## src/rtl/bram_port_arbiter_if.sv

```systemverilog
// Bundle shared by two requesters and one BRAM port behind bram_port_arbiter.
// The slave modport is the arbiter's view, and the master modport is the requesters' and BRAM's view.
interface bram_port_arbiter_if #(
  parameter int ADDR_W = 14,
  parameter int DATA_W = 32
);
  // Handshake: a requester holds req_k (with addr/wdata/wen/lock stable) until
  // it sees gnt_k; the access transfers on the cycle where req_k && gnt_k.
  // Read data comes back two cycles later on rdata_k, qualified by rvalid_k.
  logic              req_0, req_1;
  logic              lock_0, lock_1;
  logic [ADDR_W-1:0] addr_0, addr_1;
  logic [DATA_W-1:0] wdata_0, wdata_1;
  logic [3:0]        wen_0, wen_1;
  logic              gnt_0, gnt_1;
  logic [DATA_W-1:0] rdata_0, rdata_1;
  logic              rvalid_0, rvalid_1;

  logic [ADDR_W-1:0] bram_addr;
  logic [DATA_W-1:0] bram_dout;
  logic [DATA_W-1:0] bram_din;
  logic [3:0]        bram_wen;
  logic              bram_en;
  logic              bram_clk;
  logic              bram_rst;

  modport slave (
    input  req_0, req_1, lock_0, lock_1, addr_0, addr_1, wdata_0, wdata_1,
           wen_0, wen_1, bram_din,
    output gnt_0, gnt_1, rdata_0, rdata_1, rvalid_0, rvalid_1,
           bram_addr, bram_dout, bram_wen, bram_en, bram_clk, bram_rst
  );

  modport master (
    output req_0, req_1, lock_0, lock_1, addr_0, addr_1, wdata_0, wdata_1,
           wen_0, wen_1, bram_din,
    input  gnt_0, gnt_1, rdata_0, rdata_1, rvalid_0, rvalid_1,
           bram_addr, bram_dout, bram_wen, bram_en, bram_clk, bram_rst
  );
endinterface

```

## src/rtl/bram_port_arbiter.sv

```systemverilog
// Two-requester round-robin arbiter for one BRAM port. It supports lock bursts, which are bounded
// by LOCK_MAX, and a fully pipelined two-cycle read return.
module bram_port_arbiter #(
  parameter int ADDR_W   = 14,
  parameter int DATA_W   = 32,
  parameter int LOCK_MAX = 16
) (
  input  logic                CLK,
  input  logic                RST,
  bram_port_arbiter_if.slave  bus,
  output logic [1:0]          dbgState
);
  localparam int CW = $clog2(LOCK_MAX + 1);

  typedef enum logic [1:0] {IDLE = 2'd0, OWN0 = 2'd1, OWN1 = 2'd2} arbStateT;

  arbStateT          state;
  logic              ptr;
  logic [CW-1:0]     lockCnt;
  logic              rstDly;
  logic              gnt0, gnt1;
  logic              enQ;
  logic [3:0]        wenQ;
  logic [ADDR_W-1:0] addrQ;
  logic [DATA_W-1:0] doutQ;
  logic              rdPend0, rdPend1, rv0, rv1;
  logic [DATA_W-1:0] hold0, hold1;

  wire           cntFull = (lockCnt == CW'(LOCK_MAX));
  wire [CW-1:0]  lockInc = lockCnt + CW'(1);

  always_comb begin
    gnt0 = 1'b0;
    gnt1 = 1'b0;
    if (!RST && !rstDly) begin
      unique case (state)
        OWN0: begin
          if (cntFull && bus.req_1) gnt1 = 1'b1;
          else if (bus.req_0)       gnt0 = 1'b1;
        end
        OWN1: begin
          if (cntFull && bus.req_0) gnt0 = 1'b1;
          else if (bus.req_1)       gnt1 = 1'b1;
        end
        default: begin
          // On a tie, the requester that was not granted last wins.
          if (bus.req_0 && (!bus.req_1 || ptr)) gnt0 = 1'b1;
          else if (bus.req_1)                   gnt1 = 1'b1;
        end
      endcase
    end
  end

  always_ff @(posedge CLK) begin
    if (RST) begin
      state   <= IDLE;
      ptr     <= 1'b1;
      lockCnt <= '0;
      rstDly  <= 1'b1;
      enQ     <= 1'b0;
      wenQ    <= '0;
      addrQ   <= '0;
      doutQ   <= '0;
      rdPend0 <= 1'b0;
      rdPend1 <= 1'b0;
      rv0     <= 1'b0;
      rv1     <= 1'b0;
      hold0   <= '0;
      hold1   <= '0;
    end else begin
      rstDly <= 1'b0;
      // The lock counter counts every cycle in which the owner holds the port while the other requester waits.
      if (gnt0) begin
        ptr     <= 1'b0;
        state   <= bus.lock_0 ? OWN0 : IDLE;
        lockCnt <= (bus.lock_0 && bus.req_1) ? ((state == OWN0) ? lockInc : CW'(1)) : '0;
      end else if (gnt1) begin
        ptr     <= 1'b1;
        state   <= bus.lock_1 ? OWN1 : IDLE;
        lockCnt <= (bus.lock_1 && bus.req_0) ? ((state == OWN1) ? lockInc : CW'(1)) : '0;
      end else if (state == OWN0) begin
        if (!bus.lock_0) begin
          state   <= IDLE;
          ptr     <= 1'b0;
          lockCnt <= '0;
        end else begin
          lockCnt <= bus.req_1 ? lockInc : '0;
        end
      end else if (state == OWN1) begin
        if (!bus.lock_1) begin
          state   <= IDLE;
          ptr     <= 1'b1;
          lockCnt <= '0;
        end else begin
          lockCnt <= bus.req_0 ? lockInc : '0;
        end
      end

      enQ     <= gnt0 | gnt1;
      wenQ    <= gnt0 ? bus.wen_0 : (gnt1 ? bus.wen_1 : 4'd0);
      if (gnt0) begin
        addrQ <= bus.addr_0;
        doutQ <= bus.wdata_0;
      end else if (gnt1) begin
        addrQ <= bus.addr_1;
        doutQ <= bus.wdata_1;
      end
      rdPend0 <= gnt0 && (bus.wen_0 == 4'd0);
      rdPend1 <= gnt1 && (bus.wen_1 == 4'd0);
      rv0     <= rdPend0;
      rv1     <= rdPend1;
      if (rv0) hold0 <= bus.bram_din;
      if (rv1) hold1 <= bus.bram_din;
    end
  end

  // While reset is asserted, the outputs are forced to zero before the registers clear at the edge.
  assign bus.gnt_0     = gnt0;
  assign bus.gnt_1     = gnt1;
  assign bus.bram_en   = enQ & ~RST;
  assign bus.bram_wen  = RST ? 4'd0 : wenQ;
  assign bus.bram_addr = RST ? '0 : addrQ;
  assign bus.bram_dout = RST ? '0 : doutQ;
  assign bus.rvalid_0  = rv0 & ~RST;
  assign bus.rvalid_1  = rv1 & ~RST;
  assign bus.rdata_0   = RST ? '0 : (rv0 ? bus.bram_din : hold0);
  assign bus.rdata_1   = RST ? '0 : (rv1 ? bus.bram_din : hold1);
  assign bus.bram_clk  = CLK;
  assign bus.bram_rst  = RST;
  assign dbgState      = state;
endmodule

```

## src/flat_wrapper.sv

```systemverilog
// flat-port wrapper written by rule: the top's interface ports become plain ports
module bram_port_arbiter_flat 
#(
  parameter int ADDR_W   = 14,
  parameter int DATA_W   = 32,
  parameter int LOCK_MAX = 16
)
  (CLK, RST, dbgState, bus_req_0, bus_req_1, bus_lock_0, bus_lock_1, bus_addr_0, bus_addr_1, bus_wdata_0, bus_wdata_1, bus_wen_0, bus_wen_1, bus_bram_din, bus_gnt_0, bus_gnt_1, bus_rdata_0, bus_rdata_1, bus_rvalid_0, bus_rvalid_1, bus_bram_addr, bus_bram_dout, bus_bram_wen, bus_bram_en, bus_bram_clk, bus_bram_rst);
  bram_port_arbiter_if #(.ADDR_W(ADDR_W), .DATA_W(DATA_W)) bus_i ();
  input  logic CLK;
  input  logic RST;
  output logic [1:0] dbgState;
  input wire logic [$bits(bus_i.req_0)-1:0] bus_req_0;
  input wire logic [$bits(bus_i.req_1)-1:0] bus_req_1;
  input wire logic [$bits(bus_i.lock_0)-1:0] bus_lock_0;
  input wire logic [$bits(bus_i.lock_1)-1:0] bus_lock_1;
  input wire logic [$bits(bus_i.addr_0)-1:0] bus_addr_0;
  input wire logic [$bits(bus_i.addr_1)-1:0] bus_addr_1;
  input wire logic [$bits(bus_i.wdata_0)-1:0] bus_wdata_0;
  input wire logic [$bits(bus_i.wdata_1)-1:0] bus_wdata_1;
  input wire logic [$bits(bus_i.wen_0)-1:0] bus_wen_0;
  input wire logic [$bits(bus_i.wen_1)-1:0] bus_wen_1;
  input wire logic [$bits(bus_i.bram_din)-1:0] bus_bram_din;
  output wire logic [$bits(bus_i.gnt_0)-1:0] bus_gnt_0;
  output wire logic [$bits(bus_i.gnt_1)-1:0] bus_gnt_1;
  output wire logic [$bits(bus_i.rdata_0)-1:0] bus_rdata_0;
  output wire logic [$bits(bus_i.rdata_1)-1:0] bus_rdata_1;
  output wire logic [$bits(bus_i.rvalid_0)-1:0] bus_rvalid_0;
  output wire logic [$bits(bus_i.rvalid_1)-1:0] bus_rvalid_1;
  output wire logic [$bits(bus_i.bram_addr)-1:0] bus_bram_addr;
  output wire logic [$bits(bus_i.bram_dout)-1:0] bus_bram_dout;
  output wire logic [$bits(bus_i.bram_wen)-1:0] bus_bram_wen;
  output wire logic [$bits(bus_i.bram_en)-1:0] bus_bram_en;
  output wire logic [$bits(bus_i.bram_clk)-1:0] bus_bram_clk;
  output wire logic [$bits(bus_i.bram_rst)-1:0] bus_bram_rst;
  assign bus_i.req_0 = bus_req_0;
  assign bus_i.req_1 = bus_req_1;
  assign bus_i.lock_0 = bus_lock_0;
  assign bus_i.lock_1 = bus_lock_1;
  assign bus_i.addr_0 = bus_addr_0;
  assign bus_i.addr_1 = bus_addr_1;
  assign bus_i.wdata_0 = bus_wdata_0;
  assign bus_i.wdata_1 = bus_wdata_1;
  assign bus_i.wen_0 = bus_wen_0;
  assign bus_i.wen_1 = bus_wen_1;
  assign bus_i.bram_din = bus_bram_din;
  assign bus_gnt_0 = bus_i.gnt_0;
  assign bus_gnt_1 = bus_i.gnt_1;
  assign bus_rdata_0 = bus_i.rdata_0;
  assign bus_rdata_1 = bus_i.rdata_1;
  assign bus_rvalid_0 = bus_i.rvalid_0;
  assign bus_rvalid_1 = bus_i.rvalid_1;
  assign bus_bram_addr = bus_i.bram_addr;
  assign bus_bram_dout = bus_i.bram_dout;
  assign bus_bram_wen = bus_i.bram_wen;
  assign bus_bram_en = bus_i.bram_en;
  assign bus_bram_clk = bus_i.bram_clk;
  assign bus_bram_rst = bus_i.bram_rst;
  bram_port_arbiter #(.ADDR_W(ADDR_W), .DATA_W(DATA_W), .LOCK_MAX(LOCK_MAX)) u_core (.CLK(CLK), .RST(RST), .bus(bus_i), .dbgState(dbgState));
endmodule
```

## config.mk

```make
export PLATFORM = sky130hd
export DESIGN_NAME = bram_port_arbiter_flat
export DESIGN_NICKNAME = d
export VERILOG_FILES = /design/src/rtl/bram_port_arbiter_if.sv /design/src/rtl/bram_port_arbiter.sv /design/src/flat_wrapper.sv
export SDC_FILE = /design/constraint.sdc
export NUM_CORES = 1
export LEC_CHECK = 0
export BUFFER_PORTS_ARGS = -buffer_cell sky130_fd_sc_hd__buf_2
export CORE_MARGIN = 8
export CORE_UTILIZATION = 50
export DETAILED_ROUTE_END_ITERATION = 10
export GPL_ROUTABILITY_DRIVEN = 0
export MAX_ROUTING_LAYER = met4
export PLACE_DENSITY = 0.85
export SYNTH_ARGS = -nofsm -noshare
export SYNTH_HDL_FRONTEND = slang
export SYNTH_SLANG_ARGS = --single-unit
```

## constraint.sdc

```tcl
create_clock -name CLK -period 3.5 [get_ports CLK]
set_input_delay 0.7 -clock CLK [delete_from_list [all_inputs] [get_ports CLK]]
set_output_delay 0.7 -clock CLK [all_outputs]
set_load 0.01 [all_outputs]
```

==> results of run 1 <==
routing by layer:
layer  global-route usage [%]  vias to the layer above
met5                        -                        -
met4                     10.0                        0
met3                     7.36                       25
met2                     36.1                      242
met1                     25.3                     2459
li1                         -                     2645
cells in the final DEF, fill, tap and decap left out, types with 3 or more instances in the layout:
cell type and count:
buf_2 259, dfxtp_1 126, nor2_1 118, nand2_1 100, mux2i_1 64, nor2b_1 58, a311oi_1 47, clkbuf_16 16
buf_4 9, inv_1 7, clkbuf_8 6, a21oi_1 4, a22o_1 4, nand3_1 4, a211oi_1 4, a31oi_1 4
o211ai_1 4, ha_1 4, clkinv_2 3, clkinv_4 3
cell type report:
| class | count | share of cell area [%] |
|---|---|---|
| flip-flops and latches | 128 | 34.1 |
| well taps | 140 | 2.33 |
| multi-input cells | 444 | 36.5 |
| clock inverters | 12 | 1.78 |
| inverters | 9 | 0.449 |
| repair buffers | 268 | 18.3 |
| clock buffers | 23 | 6.49 |
worst max-delay path, cell delays in order (launching register included):
cell and delay, ps:
dfxtp_1 390, inv_1 60, ha_1 570, and4b_1 280, o31ai_4 250, inv_2 100
buf_2 150
power by group through the flow:
stage	clock network (W)	registers (W)	logic, W
finish	0.00181	0.00153	0.000337
global route	0.00191	0.00154	0.000369
CTS	0.00184	0.00153	0.000338
detailed placement	0.0000173	0.00156	0.000335
global placement	0.0000173	0.00156	0.000330
floorplan	0.0000235	0.00156	0.000192
registers in the layout, summed over array words and instances (netlist names), 2 cells and up:
name,count
u_core.hold0,32
u_core.doutQ,32
u_core.lockCnt,5
u_core.wenQ,4
u_core.hold1,32
u_core.addrQ,14
u_core.dbgState,2
final timing paths:
check	cells after the start	slack, ps	to	startpoint
worst max-delay path	6	380	bus_gnt_1	u_core.dbgState[0]
worst min register to register	1	440	u_core.rv1	u_core.rdPend1
worst min-delay path	2	320	u_core.wenQ[1]	bus_wen_1[1]
worst max register to register	8	580	u_core.addrQ[2]	u_core.dbgState[0]
logic make-up after synthesis:
kind of cell	after synthesis	synth area share [%]
multiplexers	64	11.5
buffers and inverters	66	5.27
adder cells (fa/ha/maj)	4	0.897
AO/OA/AOI/OAI	79	11.9
XOR/XNOR	1	0.157
AND/OR/NAND/NOR	296	24.4
flip-flops	128	45.9
stage by stage:
| step | util, % | instances | setup WS (ps) | hold slack (ps) | power, W |
|---|---|---|---|---|---|
| 2_1_floorplan | - | 638 | 931 | 414 | 0.00177 |
| 3_3_place_gp | 63.4 | 990 | 752 | 422 | 0.00191 |
| 3_5_place_dp | 63.4 | 990 | 632 | 424 | 0.00192 |
| 4_1_cts | 69.0 | 1024 | 351 | 293 | 0.00371 |
| 5_1_grt | 69.0 | 1024 | 243 | 302 | 0.00381 |
| 6_report | 69.0 | 1024 | 380 | 319 | 0.00368 |
==> qor.csv, run 1 <==
stage;metric;value;unit
yosys;ys.warnings.count;0;
power;p_per_area;490;nW/µm²
die;die_h;122;µm
sta;worstMarginPinSlew;1040;ps
setup_path;cp.arrival;2420;ps
power;total_leakage_power;3.36;nW
power;combPwrFrac;9.2;%
flow_run;cap_violations;0;
grt;grt_pass1_wl;25800;µm
layout;multiInputGateArea;2740;µm²
die;io_pins;261;
layout;antennaDiodeCount;0;
placed_design;dp_hpwl;12100;µm
yosys;synthesis.area;5580;µm²
grt;grt_usage;22.6;%
sta;fmax;321;MHz
sta;clock-skew-final;13.5;ps
yosys;synth_area_leaders;dfxtp_1 (46%), mux2i_1 (11%), nor2_1 (7.9%);
clock_network;cts_setup_buffers;0;
die;start_util;51.2;%
clock_network;clkTransAtPathRegs;60;ps
hold_path;hp-class;in2reg;
route;num_vias;5371;
power;clkPwrFrac;49.2;%
yosys;synth_edf_count;0;
route;wl_per_cell;16.7;µm
sta;hold_violations;0;
yosys;synthTopCellsByCount;dfxtp_1 (128), nor2_1 (118), nand2_1 (100);
layout;layout.nets;1014;
route;top_layer;met4;
power;ir_drop;321;µV
die;die_area;14800;µm²
clock_network;clk_latency;620;ps
setup_path;cp.required;2800;ps
grt;grt_max_degree;179;
layout;fill_cells;859;
clock_network;cts_tree;done;
route;drc;0;
setup_path;critical_path_class;reg2out;
placed_design;postPlaceCellArea;6900;µm²
power;netSwitchingPower;0.000892;W
setup_path;start_kind;flip-flop;
route;met2_length;8190;µm
yosys;avgSynthCellArea;8.74;µm²
clock_network;cts_resized;0;
power;swShare;24.2;%
die;core;10900;µm²
sta;finalSetupViolCount;0;
route;ant_nets;0;
layout;register_area;2560;µm²
power;internal_power;0.00279;W
sta;period_minus_slack;3120;ps
route;routed_wl;17100;µm
sta;drv_slew;0;
layout;design_area;7520;µm²
yosys;ys_ff_latch;128;
power;pwr-share-seq;41.7;%
setup_path;critPathCaptureType;output pin;
grt;grt_pass1_vias;5218;
grt;grt_overflow;0;
sta;rsz0062_at_grt;no;
yosys;yosys.area.top_type;dfxtp_1;
die;row_count;38;
route;m1WireLength;7060;µm
yosys;async_flop_share;0;%
yosys;ys_types;44;
route;drt_iter0_markers;435;
layout;drive_above_1_share;35.6;%
die;die_width;122;µm
route;firstDrtPassIters;5;
sta;final.setup.tns;0;ps
setup_path;crit_fanout;12;
placed_design;numPortBuffers;260;
yosys;netlist_instances;638;
yosys;synth_top_area_share;45.9;%
yosys;ys.flop_type;dfxtp_1;
route;vias_per_cell;5.25;
clock_network;cts_hold_buf;0;
yosys;yosysMostFrequentCell;dfxtp_1;
sta;finalCritPeriodShare;89.1;%
sta;slew_headroom;30.7;%
yosys;seq_area_frac_synth;45.9;%
route;routed-wl-met3;1500;µm
status;outcome;finished, final reports clean;
yosys;postSynthNetCount;780;
grt;antenna_found_initial;0;
layout;area_growth;34.7;%
(Power assumes the default switching activity.)
==> run 2, diff against run 1 <==
- CELL_PAD_IN_SITES_DETAIL_PLACEMENT: default -> 1
- CELL_PAD_IN_SITES_GLOBAL_PLACEMENT: default -> 2
- CORE_UTILIZATION: 50 -> 28
- PLACE_DENSITY: 0.85 -> 0.86
==> run 2 against run 1 <==
Hold slack improved by 44 ps. Total power rose by 4.8%. Die area rose by 67%. Utilization fell by 29 points. Largest cell class unchanged.
==> qor.csv, run 2 (synthesis results as in run 1) <==
stage;metric;value;unit
status;outcome;finished, final reports clean;
placed_design;numPortBuffers;260;
route;wl_per_cell;17.5;µm
sta;slew_headroom;48.0;%
route;routed_wl;20200;µm
layout;area_growth;38.9;%
die;core;19500;µm²
layout;final_common_cell;buf_2;
layout;drive_above_1_share;35.7;%
route;drt_iter0_markers;138;
die;start_util;28.6;%
die;die_h;157;µm
clock_network;cts_resized;0;
grt;grt_overflow;0;
placed_design;postPlaceCellArea;7070;µm²
route;drc;0;
layout;register_area;2560;µm²
sta;drv_slew;0;
sta;clock-skew-final;10.8;ps
grt;antenna_found_initial;3;
power;ir_drop;338;µV
grt;grt_max_degree;109;
setup_path;path_buf_inv;3;
layout;design_area;7750;µm²
die;die_area;24700;µm²
route;num_vias;5369;
placed_design;numPlacedInstances;1115;
route;ant_nets;0;
setup_path;critical_path_class;reg2out;
sta;final.setup.tns;0;ps
setup_path;critPathTopFamily;adder cells;
grt;grt_usage;16.8;%
clock_network;cts_tree;done;
grt;grt_pass1_vias;5683;
setup_path;start_kind;flip-flop;
setup_path;cp_slowest_cell;ha_1;
route;vias_per_cell;4.65;
power;p_per_area;498;nW/µm²
layout;multiInputGateArea;2740;µm²
clock_network;cts_hold_buf;0;
clock_network;clk_latency;530;ps
sta;finalCritPeriodShare;88.3;%
route;firstDrtPassIters;4;
sta;finalSetupViolCount;0;
layout;instances_no_fill;1155;
power;total_leakage_power;3.40;nW
setup_path;reg2regPathDepth;8;
hold_path;hp-class;in2reg;
grt;grt_pass1_wl;30900;µm
setup_path;critPathMaxStageDelay;580;ps
layout;fill_cells;2381;
setup_path;crit_fanout;12;
flow_run;cap_violations;0;
layout;layout.nets;1014;
sta;fmax;324;MHz
sta;worstMarginPinSlew;781;ps
setup_path;cp.arrival;2390;ps
clock_network;clkTransAtPathRegs;60;ps
sta;period_minus_slack;3090;ps
sta;hold_violations;0;
die;io_pins;261;
setup_path;critPathCaptureType;output pin;
setup_path;cp.depth;6;
sta;rsz0062_at_grt;no;
placed_design;dp_hpwl;14600;µm
clock_network;cts_setup_buffers;0;
layout;layout_common_cells;buf_2 (259), dfxtp_1 (126), nor2_1 (118);
setup_path;cp.required;2800;ps
setup_path;path_cells;inv_1 -> ha_1 -> and4b_1 -> o31ai_4 -> inv_2 -> buf_2;
hold_path;hold_path_depth;1;
layout;top_regs;u_core.doutQ: 32 flops, u_core.hold0: 32 flops, u_core.hold1: 32 flops;
die;die_width;157;µm
die;row_count;51;
run 2: metrics by stage:
step | total power (W) | setup WS (ps) | hold slack (ps) | utilization (%)
finish | 0.00386 | 409 | 363 | 39.7
global route | 0.00404 | 251 | 348 | 39.7
CTS | 0.00393 | 352 | 339 | 39.6
detailed placement | 0.00193 | 621 | 433 | 36.2
global placement | 0.00192 | 671 | 419 | 36.2
floorplan | 0.00177 | 931 | 414 | -
run 2: layer usage:
layer	up-vias	share of wire, %	routed length [µm]	global-route usage (%)
li1	2651	-	-	-
met4	0	1.4	282	5.98
met3	16	10	2080	7.95
met5	-	0	0	-
met1	2492	44	8950	19.6
met2	210	44	8900	24.8
run 2: worst reg2reg max path, stage by stage, from the launching register on:
cell and delay [ps]:
dfxtp_1 380, inv_1 60, ha_1 580, and4b_1 290, o31ai_4 240, buf_4 560, nand3_4 200, or3b_1 380
o211ai_1 80
run 2: where the power goes:
part           switching [W]  internal [W]
Combinational       0.000192      0.000151
Clock               0.000750       0.00123
Sequential         0.0000246       0.00151
Total               0.000967       0.00289
run 2: cell type report:
| type | instances | share of cell area, % |
|---|---|---|
| clock inverters | 14 | 1.97 |
| inverters | 9 | 0.436 |
| diodes | 5 | 0.161 |
| repair buffers | 268 | 18.0 |
| clock buffers | 22 | 6.70 |
| well taps | 265 | 4.28 |
| flip-flops and latches | 128 | 33.1 |
| multi-input cells | 444 | 35.4 |
run 2: path summary, 6_finish.rpt:
kind / slack [ps] / from / end
worst max-delay path: 410 / u_core.dbgState[0] / bus_gnt_1
worst min-delay path: 360 / RST / u_core.rstDly
worst min register to register: 440 / u_core.rdPend1 / u_core.rv1
worst max register to register: 660 / u_core.dbgState[0] / u_core.lockCnt[4]
